[config.mk]
export PLATFORM = sky130hd
export DESIGN_NAME = mem_access_unit
export DESIGN_NICKNAME = d
export VERILOG_FILES = /design/src/rtl/mem_access_unit.sv
export SDC_FILE = /design/constraint.sdc
export NUM_CORES = 1
export LEC_CHECK = 0
export CAP_MARGIN = 20
export CELL_PAD_IN_SITES_DETAIL_PLACEMENT = 0
export CELL_PAD_IN_SITES_GLOBAL_PLACEMENT = 1
export CORE_UTILIZATION = 30
export DETAILED_ROUTE_END_ITERATION = 16
export PLACE_DENSITY = 0.8
export SKIP_CTS_REPAIR_TIMING = 1
export SLEW_MARGIN = 20
export SYNTH_ARGS = -nofsm -noshare
export SYNTH_HDL_FRONTEND = slang
export SYNTH_SLANG_ARGS = --single-unit
[constraint.sdc]
create_clock -name clk -period 2.5 [get_ports clk]
set_input_delay 0.5 -clock clk [delete_from_list [all_inputs] [get_ports clk]]
set_output_delay 0.5 -clock clk [all_outputs]
set_load 0.02 [all_outputs]
[src/rtl/mem_access_unit.sv]
// mem_access_unit -- RV32I memory stage.
//
// Turns one load/store request from the execute stage into at most one
// word-aligned transfer on a valid/ack data bus and returns exactly one
// response per accepted request.
//
// Handshakes:
//   Request side : a request transfers on a cycle where req_valid & req_ready
//                  are both high; req_ready is high only in IDLE, and the
//                  upstream holds its request until it is taken.
//   Bus side     : bus_req stays high with bus_we/addr/wdata/be stable until
//                  a cycle with bus_ack or bus_err (bus_err wins), or until
//                  the wait-cycle timeout expires.
//   Response     : resp_valid is a one-cycle strobe with no back-pressure.
//
// Ports:
//   clk, rst                 clock, synchronous active-high reset
//   req_*                    request from the execute stage
//   resp_*                   response strobe, load data, rd, writeback, error
//   bus_*                    data bus master side
//   dbg_state                current FSM state (0 IDLE, 1 BUS, 2 RESP)
//
// resp_err: 00 ok, 01 misaligned, 10 bus fault/timeout, 11 illegal funct3.

module mem_access_unit #(
  parameter int unsigned TIMEOUT = 255
) (
  input  logic        clk,
  input  logic        rst,
  input  logic        req_valid,
  output logic        req_ready,
  input  logic        req_is_load,
  input  logic        req_is_store,
  input  logic [2:0]  req_funct3,
  input  logic [31:0] req_addr,
  input  logic [31:0] req_wdata,
  input  logic [4:0]  req_rd,
  output logic        resp_valid,
  output logic [31:0] resp_rdata,
  output logic [4:0]  resp_rd,
  output logic        resp_we,
  output logic [1:0]  resp_err,
  output logic        bus_req,
  output logic        bus_we,
  output logic [31:0] bus_addr,
  output logic [31:0] bus_wdata,
  output logic [3:0]  bus_be,
  input  logic        bus_ack,
  input  logic [31:0] bus_rdata,
  input  logic        bus_err,
  output logic [1:0]  dbg_state
);

  typedef enum logic [1:0] {
    IDLE = 2'd0,
    BUS  = 2'd1,
    RESP = 2'd2
  } state_e;

  localparam logic [15:0] TMO = 16'(TIMEOUT);

  state_e      state_q, state_d;
  logic [15:0] cnt_q, cnt_d;
  logic [1:0]  addr_lo_q, addr_lo_d;
  logic [2:0]  funct3_q, funct3_d;
  logic        is_load_q, is_load_d;
  logic        bus_req_q, bus_req_d;
  logic        bus_we_q, bus_we_d;
  logic [31:0] bus_addr_q, bus_addr_d;
  logic [31:0] bus_wdata_q, bus_wdata_d;
  logic [3:0]  bus_be_q, bus_be_d;
  logic        resp_valid_q, resp_valid_d;
  logic [31:0] resp_rdata_q, resp_rdata_d;
  logic [4:0]  resp_rd_q, resp_rd_d;
  logic        resp_we_q, resp_we_d;
  logic [1:0]  resp_err_q, resp_err_d;

  // Request decode
  logic        is_mem;
  logic        illegal;
  logic        misaligned;
  logic [3:0]  req_be;
  logic [31:0] req_wdata_rep;

  always_comb begin
    is_mem  = req_is_load | req_is_store;
    illegal = 1'b0;
    if (req_is_load)
      illegal = (req_funct3 == 3'd3) || (req_funct3 == 3'd6) || (req_funct3 == 3'd7);
    else if (req_is_store)
      illegal = (req_funct3 >= 3'd3);
    misaligned = is_mem &&
                 (((req_funct3[1:0] == 2'b01) && req_addr[0]) ||
                  ((req_funct3[1:0] == 2'b10) && (req_addr[1:0] != 2'b00)));
    case (req_funct3[1:0])
      2'b00: begin
        req_be        = 4'b0001 << req_addr[1:0];
        req_wdata_rep = {4{req_wdata[7:0]}};
      end
      2'b01: begin
        req_be        = req_addr[1] ? 4'b1100 : 4'b0011;
        req_wdata_rep = {2{req_wdata[15:0]}};
      end
      default: begin
        req_be        = 4'b1111;
        req_wdata_rep = req_wdata;
      end
    endcase
  end

  // Load data extraction from the live bus word, using the latched address
  // low bits and funct3 of the transaction in flight.
  logic [7:0]  ld_byte;
  logic [15:0] ld_half;
  logic [31:0] ld_ext;

  always_comb begin
    case (addr_lo_q)
      2'd0:    ld_byte = bus_rdata[7:0];
      2'd1:    ld_byte = bus_rdata[15:8];
      2'd2:    ld_byte = bus_rdata[23:16];
      default: ld_byte = bus_rdata[31:24];
    endcase
    ld_half = addr_lo_q[1] ? bus_rdata[31:16] : bus_rdata[15:0];
    case (funct3_q)
      3'b000:  ld_ext = {{24{ld_byte[7]}}, ld_byte};
      3'b100:  ld_ext = {24'd0, ld_byte};
      3'b001:  ld_ext = {{16{ld_half[15]}}, ld_half};
      3'b101:  ld_ext = {16'd0, ld_half};
      default: ld_ext = bus_rdata;
    endcase
  end

  // Timeout fires on the cycle that would be the TIMEOUT-th uncompleted
  // BUS cycle, so bus_req is high for exactly TIMEOUT cycles.
  logic timeout;
  assign timeout = (TIMEOUT != 0) && !bus_ack && !bus_err && ((cnt_q + 16'd1) == TMO);

  always_comb begin
    state_d      = state_q;
    cnt_d        = cnt_q;
    addr_lo_d    = addr_lo_q;
    funct3_d     = funct3_q;
    is_load_d    = is_load_q;
    bus_req_d    = bus_req_q;
    bus_we_d     = bus_we_q;
    bus_addr_d   = bus_addr_q;
    bus_wdata_d  = bus_wdata_q;
    bus_be_d     = bus_be_q;
    resp_valid_d = 1'b0;
    resp_rdata_d = resp_rdata_q;
    resp_rd_d    = resp_rd_q;
    resp_we_d    = resp_we_q;
    resp_err_d   = resp_err_q;

    case (state_q)
      IDLE: begin
        if (req_valid) begin
          addr_lo_d = req_addr[1:0];
          funct3_d  = req_funct3;
          is_load_d = req_is_load;
          resp_rd_d = req_rd;
          if (is_mem && !illegal && !misaligned) begin
            state_d     = BUS;
            cnt_d       = 16'd0;
            bus_req_d   = 1'b1;
            bus_we_d    = req_is_store;
            bus_addr_d  = {req_addr[31:2], 2'b00};
            bus_wdata_d = req_wdata_rep;
            bus_be_d    = req_be;
          end else begin
            // Checks failed, or not a memory op: answer without the bus.
            state_d      = RESP;
            resp_valid_d = 1'b1;
            resp_we_d    = 1'b0;
            resp_rdata_d = 32'd0;
            resp_err_d   = illegal ? 2'b11 : (misaligned ? 2'b01 : 2'b00);
          end
        end
      end
      BUS: begin
        if (bus_err || timeout) begin
          state_d      = RESP;
          bus_req_d    = 1'b0;
          resp_valid_d = 1'b1;
          resp_we_d    = 1'b0;
          resp_rdata_d = 32'd0;
          resp_err_d   = 2'b10;
        end else if (bus_ack) begin
          state_d      = RESP;
          bus_req_d    = 1'b0;
          resp_valid_d = 1'b1;
          resp_err_d   = 2'b00;
          resp_we_d    = is_load_q && (resp_rd_q != 5'd0);
          resp_rdata_d = (is_load_q && (resp_rd_q != 5'd0)) ? ld_ext : 32'd0;
        end else begin
          cnt_d = cnt_q + 16'd1;
        end
      end
      RESP: begin
        state_d      = IDLE;
        resp_we_d    = 1'b0;
        resp_rdata_d = 32'd0;
        resp_err_d   = 2'b00;
      end
      default: state_d = IDLE;
    endcase
  end

  always_ff @(posedge clk) begin
    if (rst) begin
      state_q      <= IDLE;
      cnt_q        <= 16'd0;
      addr_lo_q    <= 2'd0;
      funct3_q     <= 3'd0;
      is_load_q    <= 1'b0;
      bus_req_q    <= 1'b0;
      bus_we_q     <= 1'b0;
      bus_addr_q   <= 32'd0;
      bus_wdata_q  <= 32'd0;
      bus_be_q     <= 4'd0;
      resp_valid_q <= 1'b0;
      resp_rdata_q <= 32'd0;
      resp_rd_q    <= 5'd0;
      resp_we_q    <= 1'b0;
      resp_err_q   <= 2'd0;
    end else begin
      state_q      <= state_d;
      cnt_q        <= cnt_d;
      addr_lo_q    <= addr_lo_d;
      funct3_q     <= funct3_d;
      is_load_q    <= is_load_d;
      bus_req_q    <= bus_req_d;
      bus_we_q     <= bus_we_d;
      bus_addr_q   <= bus_addr_d;
      bus_wdata_q  <= bus_wdata_d;
      bus_be_q     <= bus_be_d;
      resp_valid_q <= resp_valid_d;
      resp_rdata_q <= resp_rdata_d;
      resp_rd_q    <= resp_rd_d;
      resp_we_q    <= resp_we_d;
      resp_err_q   <= resp_err_d;
    end
  end

  assign req_ready  = (state_q == IDLE);
  assign resp_valid = resp_valid_q;
  assign resp_rdata = resp_rdata_q;
  assign resp_rd    = resp_rd_q;
  assign resp_we    = resp_we_q;
  assign resp_err   = resp_err_q;
  assign bus_req    = bus_req_q;
  assign bus_we     = bus_we_q;
  assign bus_addr   = bus_addr_q;
  assign bus_wdata  = bus_wdata_q;
  assign bus_be     = bus_be_q;
  assign dbg_state  = state_q;

endmodule

======== Word-level counts from Yosys, hierarchy flattened ========
Cells that the tools add are included.
word-level totals
  register bits ........................... 133
  latch bits .............................. 0
  memory bits (writable) .................. 0
  ROM bits ................................ 0
  input port bits ......................... 111
  output and inout bits ................... 114
  logic and storage cells ................. 114
  memories ................................ 0
operators by class
  add/subtract/negate cells ............... 1
  multiply operators ...................... 0
  div/mod/pow operators ................... 0
  order comparisons ....................... 1
  eq/ne operators ......................... 19
  shift operators ......................... 1
  multiplexer cells ....................... 46
  bitwise logic cells ..................... 1
  reduce and logical (&&, ||, !) cells .... 30
operator list
  cell                   number
  $mux 32                5
  $pmux 32 s4            1
  $pmux 32 s3            1
  $mux 16                5
  $pmux 32 s2            1
  $pmux 16 s2            1
  $pmux 8 s3             1
  $mux 2                 9
  $add 16x1->16 const B  1
  $eq 16x8->1 const B    1
  $mux 1                 15
  $eq 3x3->1 const B     4
  $logic_and 1x1->1      8
  $ne 2x2->1 const B     4
  $pmux 4 s2             1
  $reduce_and 4->1       2
  $eq 2x1->1 const B     3
  $eq 2x2->1 const B     3
  $logic_not 2->1        3
  $pmux 2 s3             1
  $reduce_and 5->1       1
  $reduce_bool 5->1      1
  $logic_not 1->1        4
  $logic_or 1x1->1       4
  16 further kinds       19

======== Logic depth before layout (Yosys ltp) ========
Gate-level depths: netlist of run 1.
  depth in word-level cells ............... 10
  mapped depth ............................ 10
  mapped depth without buffers ............ 8

======== Least setup slack after synthesis of run 1 ========
OpenSTA, ideal clock, no wires.
  path type ............................... register -> register
  from .................................... register state_q[0] (netlist: dbg_state[0])
  to ...................................... register cnt_q[8]
  library setup time ...................... 0.058 ns
  data arrival time ....................... 2.420 ns
  data required time ...................... 2.442 ns
  setup slack ............................. 0.023 ns
  stages on the path, launching flop included .. 11
  buffers on the path ..................... 2
  period minus slack after synthesis ...... 2.477 ns
  cell sequence ........................... dfxtp_1 -> inv_1 -> ha_1 -> nand2_1 -> or3_1 -> clkbuf_1 -> a21o_1 -> a211oi_2 -> buf_2 -> nor3b_1 -> a211o_1
on the way
  longest elaborated chain between the ends .. 3
  elaborated cells between the ends (all ways) .. 9
  those cells by class .................... eq/ne (5); mux (1); reduce/logical (3)
RTL lines
  element                                       RTL line  RTL
  from (decl)                                   62        state_e state_q, state_d;
  from (signal assigned)                        228       state_q <= state_d;
  $logic_not 2->1 (*)                           n/a
  net req_ready                                 31        output logic req_ready,
  $ne 2x1->1 (no line) (tied with other cells)  n/a
  $reduce_and 5->1 (no line)                    n/a
  to (signal assigned)                          229       cnt_q <= cnt_d;
  to (decl)                                     63        logic [15:0] cnt_q, cnt_d;
Mark *: on every way through the listed nets, which the timed path passes. The rest lies on a longest branch.
A chain may end at the register's enable or synchronous reset.

======== Final worst setup path of run 1 ========
  from .................................... register cnt_q[1]
  to ...................................... register resp_rdata_q[8] (netlist: resp_rdata[8])
on the way
  longest elaborated chain between the ends .. 6
  elaborated cells between the ends (all ways) .. 8
  those cells by class .................... add/sub (1); eq/ne (2); mux (2); reduce/logical (3)
RTL lines
  element                                                    RTL line  RTL
  $add 16x1->16 (*)                                          137       assign timeout = (TIMEOUT != 0) && !bus_ack && !bus_err && ((cnt_q + 16'd1) == TMO);
  $eq 16x8->1 (*)                                            137
  $logic_and 1x1->1 (*)                                      137
  $logic_or 1x1->1 (*)                                       182       if (bus_err || timeout) begin
  $ne 3x3->1 (no line) or $mux 32 (tied branches)            n/a
  $reduce_and 4->1 (no line) or $pmux 32 s3 (tied branches)  n/a
  to (signal assigned)                                       239       resp_rdata_q <= resp_rdata_d;
  to (decl)                                                  73        logic [31:0] resp_rdata_q, resp_rdata_d;
Mark *: on every way between the ends. The rest lies on a longest branch, timed or not.

==> results.ini, run 1 <==
[status]
run_status=completed

[grt]
grt_overflow_total=0
wire_length_of_the_first_global_routing_pass_um=34000
grt_max_degree=90
antenna_found_initial=1
first_global_vias=6207
grt_usage_pct=19.8

[power_and_ir_drop]
finalPower_w=0.00610
power.internal_w=0.00441
power_switching_share_pct=27.7
p_per_area_nw_per_um2=601
p_comb_share_pct=19.1
vdd_drop_max_mv=0.449
power_frac_clock_pct=43.8
p_sw_w=0.00169
leakage_nw=3.81
p_seq_share_pct=37.1

[drt]
vias_per_cell=4.99
ant_nets=0
route.detailed.drc=0
avg_wl_per_cell_um=17.4
drt_iter0_drc=200
via_count=6480
detail_route.first_pass.iterations=4
finalWirelength_um=22600

[worst_setup_path]
cp_data_required_time_ns=2.82
critical_path.max_fanout=7
timing.critical_path.slowest_cell_delay_ns=0.46
reg2reg_from=cnt_q[1]$_SDFFE_PP0P_
terminus_of_the_critical_flop_to_flop_path=resp_rdata[8]$_SDFFE_PP0P_
crit_slowest_cell=sky130_fd_sc_hd__a2111oi_4
worstPathCellList=buf_6, nand4_4, nor4_4, nand4_2, a2111oi_4, a21oi_2, o21a_4, buf_12, a22o_1
timing.critical_path.arrival_ns=2.72
critical_path_class=reg2reg
cell_count_of_the_worst_reg_to_reg_path=9
start_kind=register
critical_path.n_buffers_inverters=2
ff2ff_setup_slack_ns=0.09
timing.critical_path.to_type=register
cp_top_family=compound AO/OA/AOI/OAI gates

[timing]
skew_ns=0.00927
timing_hold_violations_final=0
final-max-slew-violation-count=0
period_share_pct=96.4
setup_violations=0
slew_headroom_pct=53.6
finalWorstPathRequiredPeriod_ns=2.41
timing.fmax_mhz=415
rsz0062_at_grt=true
whs_ns=0.408
worst_pin_slew_ns=0.696

[cells_and_area]
post-route-cell-area_um2=10100
drive_above_1_share_pct=16.3
layout_nets=1125
instances_no_fill=1298
layout-area-overhead-vs-synth_pct=55.6
final_core_util_pct=47.9

[synthesis]
synth-seq-cells=133
synth_cell_types=69
asyncSetResetFlopFracSynth_pct=0
syn_area_um2=6510
synth_area_per_cell_um2=8.51
yosysWarnings=0
edff_count_synth=0
ys.flop_type=sky130_fd_sc_hd__dfxtp_1
synth_sequential_area_ratio_pct=40.9
syn_inst=765

[place]
gpl.final_weighted_congestion=0.836
placed_cells_incl_taps=1256
dp_hpwl_um=15800
placement.cell_area_um2=9190
place.port_buffers=222

[worst_hold_path]
worstHoldEndpoint=resp_err[0]$_SDFFE_PP0P_
hp-start=rst
worst_hold_path_type=in2reg
holdPathStages=2

[flow_run]
max_cap_viol_count=0

[floorplanning]
initial_utilization_pct=30.8
die_x_um=149
die_area_um2=22300
core_region_area_um2=21200
die_height_um=149
ioPinCount=225
rows=53

[clocking]
cts_inserted_buffers=17
clock_latency_ns=0.42
tritoncts=done
max-clock-path-buffers=2
numClockSinks=133
path_clk_slew_ns=0.06
level_count_of_the_clock_h_tree=4
clk_root_buffer_cell=sky130_fd_sc_hd__clkbuf_16

state kept, by name, summed over array words and instances, names as in the netlist:
signal      flops
bus_addr       30
addr_lo_q       2
bus_req         1
resp_valid      1
is_load_q       1
resp_rdata     32
resp_rd         5
funct3_q        3
cnt_q          16
resp_we         1
bus_be          4
bus_wdata      32
bus_we          1
resp_err        2
dbg_state       2
area by class of cell:
type | count | area (µm²)
clock inverters | 13 | 173
fillers | 2048 | 11000
repair buffers | 288 | 2850
inverters | 21 | 78.8
well taps | 275 | 344
diodes | 1 | 2.50
multi-input cells | 548 | 3570
flip-flops and latches | 133 | 2680
clock buffers | 19 | 453
stage by stage:
step | setup TNS [ns] | setup WS (ns)
after floorplan | 0 | 0.0225
after global placement | -44.51 | -0.631
after detailed placement | -48.32 | -0.706
after CTS | -5.43 | -0.378
after global routing | -0.547 | -0.0424
final | 0 | 0.0909
cell usage in the layout, fill, tap and decap left out, types with 3 or more instances in the layout:
cell / n
sky130_fd_sc_hd__o21ai_0: 32
sky130_fd_sc_hd__mux2i_1: 19
sky130_fd_sc_hd__clkinvlp_4: 3
sky130_fd_sc_hd__buf_6: 8
sky130_fd_sc_hd__buf_4: 53
sky130_fd_sc_hd__o211ai_1: 10
sky130_fd_sc_hd__a221o_1: 7
sky130_fd_sc_hd__nor3b_2: 3
sky130_fd_sc_hd__and3_1: 7
sky130_fd_sc_hd__a22o_1: 15
sky130_fd_sc_hd__nand2b_1: 4
sky130_fd_sc_hd__a21oi_2: 3
sky130_fd_sc_hd__xnor2_1: 4
sky130_fd_sc_hd__a21oi_1: 82
sky130_fd_sc_hd__a211oi_1: 12
sky130_fd_sc_hd__clkbuf_16: 20
sky130_fd_sc_hd__dfxtp_1: 123
sky130_fd_sc_hd__nor2b_1: 22
sky130_fd_sc_hd__mux4_2: 8
sky130_fd_sc_hd__dlymetal6s2s_1: 4
sky130_fd_sc_hd__bufinv_16: 3
sky130_fd_sc_hd__inv_1: 20
sky130_fd_sc_hd__a311oi_1: 10
sky130_fd_sc_hd__nor2_1: 42
sky130_fd_sc_hd__o2bb2ai_1: 27
sky130_fd_sc_hd__mux2_2: 5
sky130_fd_sc_hd__nand2_1: 147
sky130_fd_sc_hd__clkdlybuf4s50_1: 217
sky130_fd_sc_hd__nor3_1: 6
sky130_fd_sc_hd__ha_1: 4
sky130_fd_sc_hd__clkinv_4: 3
sky130_fd_sc_hd__a211o_1: 3
sky130_fd_sc_hd__buf_12: 3
sky130_fd_sc_hd__o221a_2: 3
sky130_fd_sc_hd__nand3_1: 8
sky130_fd_sc_hd__a21o_1: 4
sky130_fd_sc_hd__dfxtp_2: 10
sky130_fd_sc_hd__and2_1: 4
power by group through the flow:
stage / clock, W / combinational [W] / sequential (W)
after floorplan: 0 / 0.000470 / 0.00239
after CTS: 0.00273 / 0.00110 / 0.00226
after detailed placement: 0 / 0.00110 / 0.00231
final: 0.00267 / 0.00116 / 0.00226
after global placement: 0 / 0.00109 / 0.00230
after global routing: 0.00282 / 0.00126 / 0.00227
worst max-delay path by stage:
| stage | to | startpoint | slack (ns) | cells after the start |
|---|---|---|---|---|
| 2_1_floorplan | cnt_q[8]$_SDFFE_PP0P_ | dbg_state[0]$_SDFFE_PP0P_ | 0.02 | 10 |
| 3_3_place_gp | cnt_q[0]$_SDFFE_PP0P_ | req_funct3[1] | -0.63 | 8 |
| 3_5_place_dp | cnt_q[0]$_SDFFE_PP0P_ | req_funct3[1] | -0.71 | 8 |
| 4_1_cts | cnt_q[0]$_SDFFE_PP0P_ | cnt_q[0]$_SDFFE_PP0P_ | -0.38 | 9 |
| 5_1_grt | cnt_q[5]$_SDFFE_PP0P_ | cnt_q[1]$_SDFFE_PP0P_ | -0.04 | 10 |
| 6_report | resp_rdata[8]$_SDFFE_PP0P_ | cnt_q[1]$_SDFFE_PP0P_ | 0.09 | 9 |
layer usage:
| metal | vias to the layer above | routed length (µm) | track usage, % |
|---|---|---|---|
| met5 | - | 0 | 0 |
| met3 | 17 | 1870 | 7.31 |
| met2 | 211 | 10500 | 31.8 |
| met4 | 0 | 316 | 5.71 |
| met1 | 3048 | 9860 | 24.6 |
| li1 | 3204 | - | - |
logic make-up (layout without fill, tap and decap cells):
kind of cell               after synthesis  after routing  share of synthesized area, %
other                                    1              3                        0.0576
adders and majority gates                5              5                         0.960
buffers and inverters                   85            341                          6.38
muxes                                   33             33                          6.70
xor gates and xnor gates                 5              5                         0.672
and+or+nand+nor                        275            275                          20.6
AOI/OAI and AO/OA                      228            228                          23.8
DFF                                    133            133                          40.9
cells in the mapped netlist, drive strengths merged (6+ instances only):
cell type	instances	area, µm²
and3	10	65.1
mux2i	20	200
clkbuf	44	205
nand2	147	552
a211oi	13	103
a22o	15	131
nor3	8	50.1
a221o	7	70.1
nor2b	23	144
inv	20	75.1
dfxtp	133	2660
a21oi	85	429
o211ai	10	75.1
nor2	43	161
mux4	8	180
o21ai	36	184
buf	19	121
o2bb2ai	28	245
a311oi	10	87.6
and2	6	40.0
nand3	10	75.1
No activity file was read; power rests on OpenSTA's default activity.
==> inputs of run 2 (changes only) <==
--- a/config.mk
+++ b/config.mk
@@ -5,10 +5,13 @@
 export SDC_FILE = /design/constraint.sdc
 export NUM_CORES = 1
 export LEC_CHECK = 0
+export ABC_AREA = 1
 export CAP_MARGIN = 20
 export CELL_PAD_IN_SITES_DETAIL_PLACEMENT = 0
 export CELL_PAD_IN_SITES_GLOBAL_PLACEMENT = 1
-export CORE_UTILIZATION = 30
+export CORE_ASPECT_RATIO = 1.5
+export CORE_UTILIZATION = 29
+export CTS_CLUSTER_SIZE = 8
 export DETAILED_ROUTE_END_ITERATION = 16
 export PLACE_DENSITY = 0.8
 export SKIP_CTS_REPAIR_TIMING = 1
==> run 2 against run 1 <==
Synthesized cell count up 40%; non-clock buffer count down 4; register-to-register slack better by 0.12 ns; setup slack better by 0.10 ns; power up 7.0%; clock power down 9.0%; design area up 3.8%; first-iteration DRC count up 110%; hold slack better by 0.054 ns; die area up 12%; maximum frequency up 4.4%; count of clock-buffer cells in the layout unchanged; critical path type is now reg2out.
==> results.ini, run 2 <==
[status]
run_status=completed

[synthesis]
synth-compound-area-share_pct=18.5  ; -5.3 points
mux_contribution_to_synthesized_area_pct=0  ; -6.7 points
synth-seq-cells=133  ; unchanged
edff_count_synth=0  ; unchanged
syn_area_um2=7060  ; +8.4%
synth-adder-area-share_pct=0.886  ; -0.074 points
yosysWarnings=0  ; unchanged
synth.top_cells.by_count=sky130_fd_sc_hd__nor2_1 (209), sky130_fd_sc_hd__nand2_1 (185), sky130_fd_sc_hd__dfxtp_1 (133)
cells_taking_the_most_area_after_synthesis=sky130_fd_sc_hd__dfxtp_1 (38%), sky130_fd_sc_hd__nor2_1 (11%), sky130_fd_sc_hd__nand2_1 (9.8%), sky130_fd_sc_hd__o21ai_0 (8.4%), sky130_fd_sc_hd__a21oi_1 (5.9%)
post-synth-top-area-cell=sky130_fd_sc_hd__dfxtp_1
synthMostInstantiatedCell=sky130_fd_sc_hd__nor2_1
post_synth_xor_area_fraction_pct=0.124  ; -0.55 points
asyncSetResetFlopFracSynth_pct=0  ; unchanged
synth_sequential_area_ratio_pct=37.7  ; -3.2 points
syn_inst=1068  ; +40%
synth_simple_gate_area_share_pct=34.0  ; +13 points
synth_top_area_share_pct=37.7  ; -3.2 points
synth_cell_types=36  ; -48%
synth_top_family_by_area=simple AND/OR/NAND/NOR gates
ys.flop_type=sky130_fd_sc_hd__dfxtp_1
synth_area_per_cell_um2=6.61  ; -22%

[clocking]
max-clock-path-buffers=2  ; unchanged
clk_root_buffer_cell=sky130_fd_sc_hd__clkbuf_16
clock_latency_ns=0.43  ; about the same
numClockSinks=133  ; unchanged
level_count_of_the_clock_h_tree=4  ; unchanged
path_clk_slew_ns=0.05  ; about the same
tritoncts=done
cts_inserted_buffers=17  ; unchanged

[timing]
period_share_pct=92.3  ; -4.0 points
skew_ns=0.00799  ; -0.00128 ns
timing.fmax_mhz=433  ; +4.4%
final-max-slew-violation-count=0  ; unchanged
timing_hold_violations_final=0  ; unchanged
timing.final.ws_setup_ns=0.192  ; +0.101 ns
setup_violations=0  ; unchanged
rsz0062_at_grt=false
finalWorstPathRequiredPeriod_ns=2.31  ; -0.101 ns
slew_headroom_pct=57.6  ; +4.1 points
worst_pin_slew_ns=0.635  ; -0.0610 ns

[floorplanning]
rows=69  ; +30%
die_area_um2=25000  ; +12%
ioPinCount=225  ; unchanged
die_height_um=193  ; +29%
core_region_area_um2=23800  ; +13%
die_x_um=129  ; -13%
initial_utilization_pct=29.6  ; -1.2 points

[drt]
vias_per_cell=4.79  ; -4.1%
avg_wl_per_cell_um=15.1  ; -13%
via_count=7793  ; +20%
detail_route.first_pass.iterations=4  ; unchanged
finalWirelength_um=24500  ; +8.5%
ant_nets=0  ; unchanged
drt_iter0_drc=418  ; +110%
route.detailed.drc=0  ; unchanged

[place]
place.port_buffers=222  ; unchanged
gpl.final_weighted_congestion=0.864  ; +3.3%
place_ws_ns=-0.115  ; +0.592 ns
dp_hpwl_um=18300  ; +16%

[grt]
wire_length_of_the_first_global_routing_pass_um=39500  ; +16%
grt_max_degree=82  ; -8.9%
grt_overflow_total=0  ; unchanged
antenna_found_initial=1  ; unchanged
grt_usage_pct=20.4  ; +0.59 points
first_global_vias=7579  ; +22%

[power_and_ir_drop]
vdd_drop_max_mv=0.476  ; +6.0%
p_comb_share_pct=26.5  ; +7.4 points
p_per_area_nw_per_um2=620  ; +3.1%
power_switching_share_pct=30.8  ; +3.1 points
finalPower_w=0.00652  ; +7.0%
p_sw_w=0.00201  ; +19%
leakage_nw=4.06  ; +6.4%
power.internal_w=0.00451  ; +2.4%
power_frac_clock_pct=37.3  ; -6.5 points
p_seq_share_pct=36.2  ; -0.9 points

[flow_run]
max_cap_viol_count=0  ; unchanged

[cells_and_area]
layout-area-overhead-vs-synth_pct=49.1
final_core_util_pct=44.2  ; -3.8 points
drive_above_1_share_pct=10.2  ; -6.2 points
layout_nets=1415  ; +26%
layout.cells.most_common=sky130_fd_sc_hd__clkdlybuf4s50_1
insertedDiodeCount=0  ; -1
commonest_non_fill_non_tap_cells_in_the_layout=sky130_fd_sc_hd__clkdlybuf4s50_1 (221), sky130_fd_sc_hd__nor2_1 (208), sky130_fd_sc_hd__nand2_1 (185), sky130_fd_sc_hd__dfxtp_1 (133), sky130_fd_sc_hd__o21ai_0 (118)

[worst_setup_path]
critical_path.max_fanout=5  ; -2
timing.critical_path.to_type=primary output
cp_data_required_time_ns=2.00  ; -0.82 ns
start_kind=register
ff2ff_setup_slack_ns=0.21  ; +0.12 ns
critical_path_class=reg2out
timing.critical_path.arrival_ns=1.81  ; -0.91 ns

[worst_hold_path]
worst_hold_path_type=reg2reg

[run 2: cell types whose count changed after synthesis, moves of 9 or more]
cell	before	now
sky130_fd_sc_hd__nand4_1	1	41
sky130_fd_sc_hd__nor2_1	43	209
sky130_fd_sc_hd__o2bb2ai_1	28	0
sky130_fd_sc_hd__nor2b_1	23	0
sky130_fd_sc_hd__nand3_1	8	74
sky130_fd_sc_hd__a311oi_1	10	0
sky130_fd_sc_hd__a21oi_2	1	10
sky130_fd_sc_hd__a22o_1	15	0
sky130_fd_sc_hd__inv_1	20	64
sky130_fd_sc_hd__nand2_2	0	13
sky130_fd_sc_hd__nand2_1	147	185
sky130_fd_sc_hd__o21ai_0	35	118
sky130_fd_sc_hd__mux2i_1	20	0
[run 2: layout make-up]
class                      instances  area (µm²)
fill                            2532       13300
sequential                       133        2660
clock inverter                    10         109
tap                              319         399
clock buffer                      19         453
multi-input combinational        793        3800
inverter                          70         263
timing repair buffer             284        2840
[run 2: worst max-delay path, cell delays in order, from the launching register on]
cell and delay (ns):
sky130_fd_sc_hd__dfxtp_1 0.33, sky130_fd_sc_hd__inv_1 0.10, sky130_fd_sc_hd__ha_1 0.24, sky130_fd_sc_hd__clkdlybuf4s50_1 0.72
[run 2: final timing paths]
| path | to | startpoint | cells after the start |
|---|---|---|---|
| worst max-delay path | req_ready | dbg_state[1]$_SDFFE_PP0P_ | 3 |
| worst min-delay path | resp_rdata[4]$_SDFFE_PP0P_ | resp_rdata[4]$_SDFFE_PP0P_ | 2 |
| worst max register to register | resp_rdata[29]$_SDFFE_PP0P_ | cnt_q[1]$_SDFFE_PP0P_ | 15 |
| worst min register to register | resp_rdata[4]$_SDFFE_PP0P_ | resp_rdata[4]$_SDFFE_PP0P_ | 2 |
[run 2: power by group through the flow]
stage	logic (W)	clock network (W)	registers, W
detailed placement	0.00174	0	0.00240
global route	0.00190	0.00258	0.00238
finish	0.00173	0.00243	0.00236
CTS	0.00174	0.00249	0.00236
floorplan	0.000779	0	0.00253
global placement	0.00173	0	0.00240
[run 2: metal layers]
layer,up-vias,global-route usage [%],part of all wire [%]
met4,2,8.73,3.2
met2,226,35.7,51
met5,-,0,0.053
met3,43,6.04,6.3
met1,3525,22.7,40
li1,3997,-,-
[run 2: kinds of logic (layout without fill, tap and decap cells)]
kind of cell / count (synthesis) / after routing
other: 1 / 2
buffers and inverters: 143 / 383
AND/OR/NAND/NOR: 545 / 545
XOR/XNOR: 1 / 1
AO/OA/AOI/OAI: 240 / 240
adder cells (fa/ha/maj): 5 / 5
flip-flops: 133 / 133
[run 2: through the flow]
| stage | cells | hold slack [ns] | instance area, µm² | TNS, ns |
|---|---|---|---|---|
| 5_1_grt | 1628 | 0.487 | 10500 | 0 |
| 6_report | 1628 | 0.462 | 10500 | 0 |
| 3_5_place_dp | 1598 | 0.457 | 9930 | -3.96 |
| 2_1_floorplan | 1069 | 0.455 | 7060 | 0 |
| 4_1_cts | 1627 | 0.466 | 10500 | 0 |
| 3_3_place_gp | 1598 | 0.455 | 9930 | -0.822 |
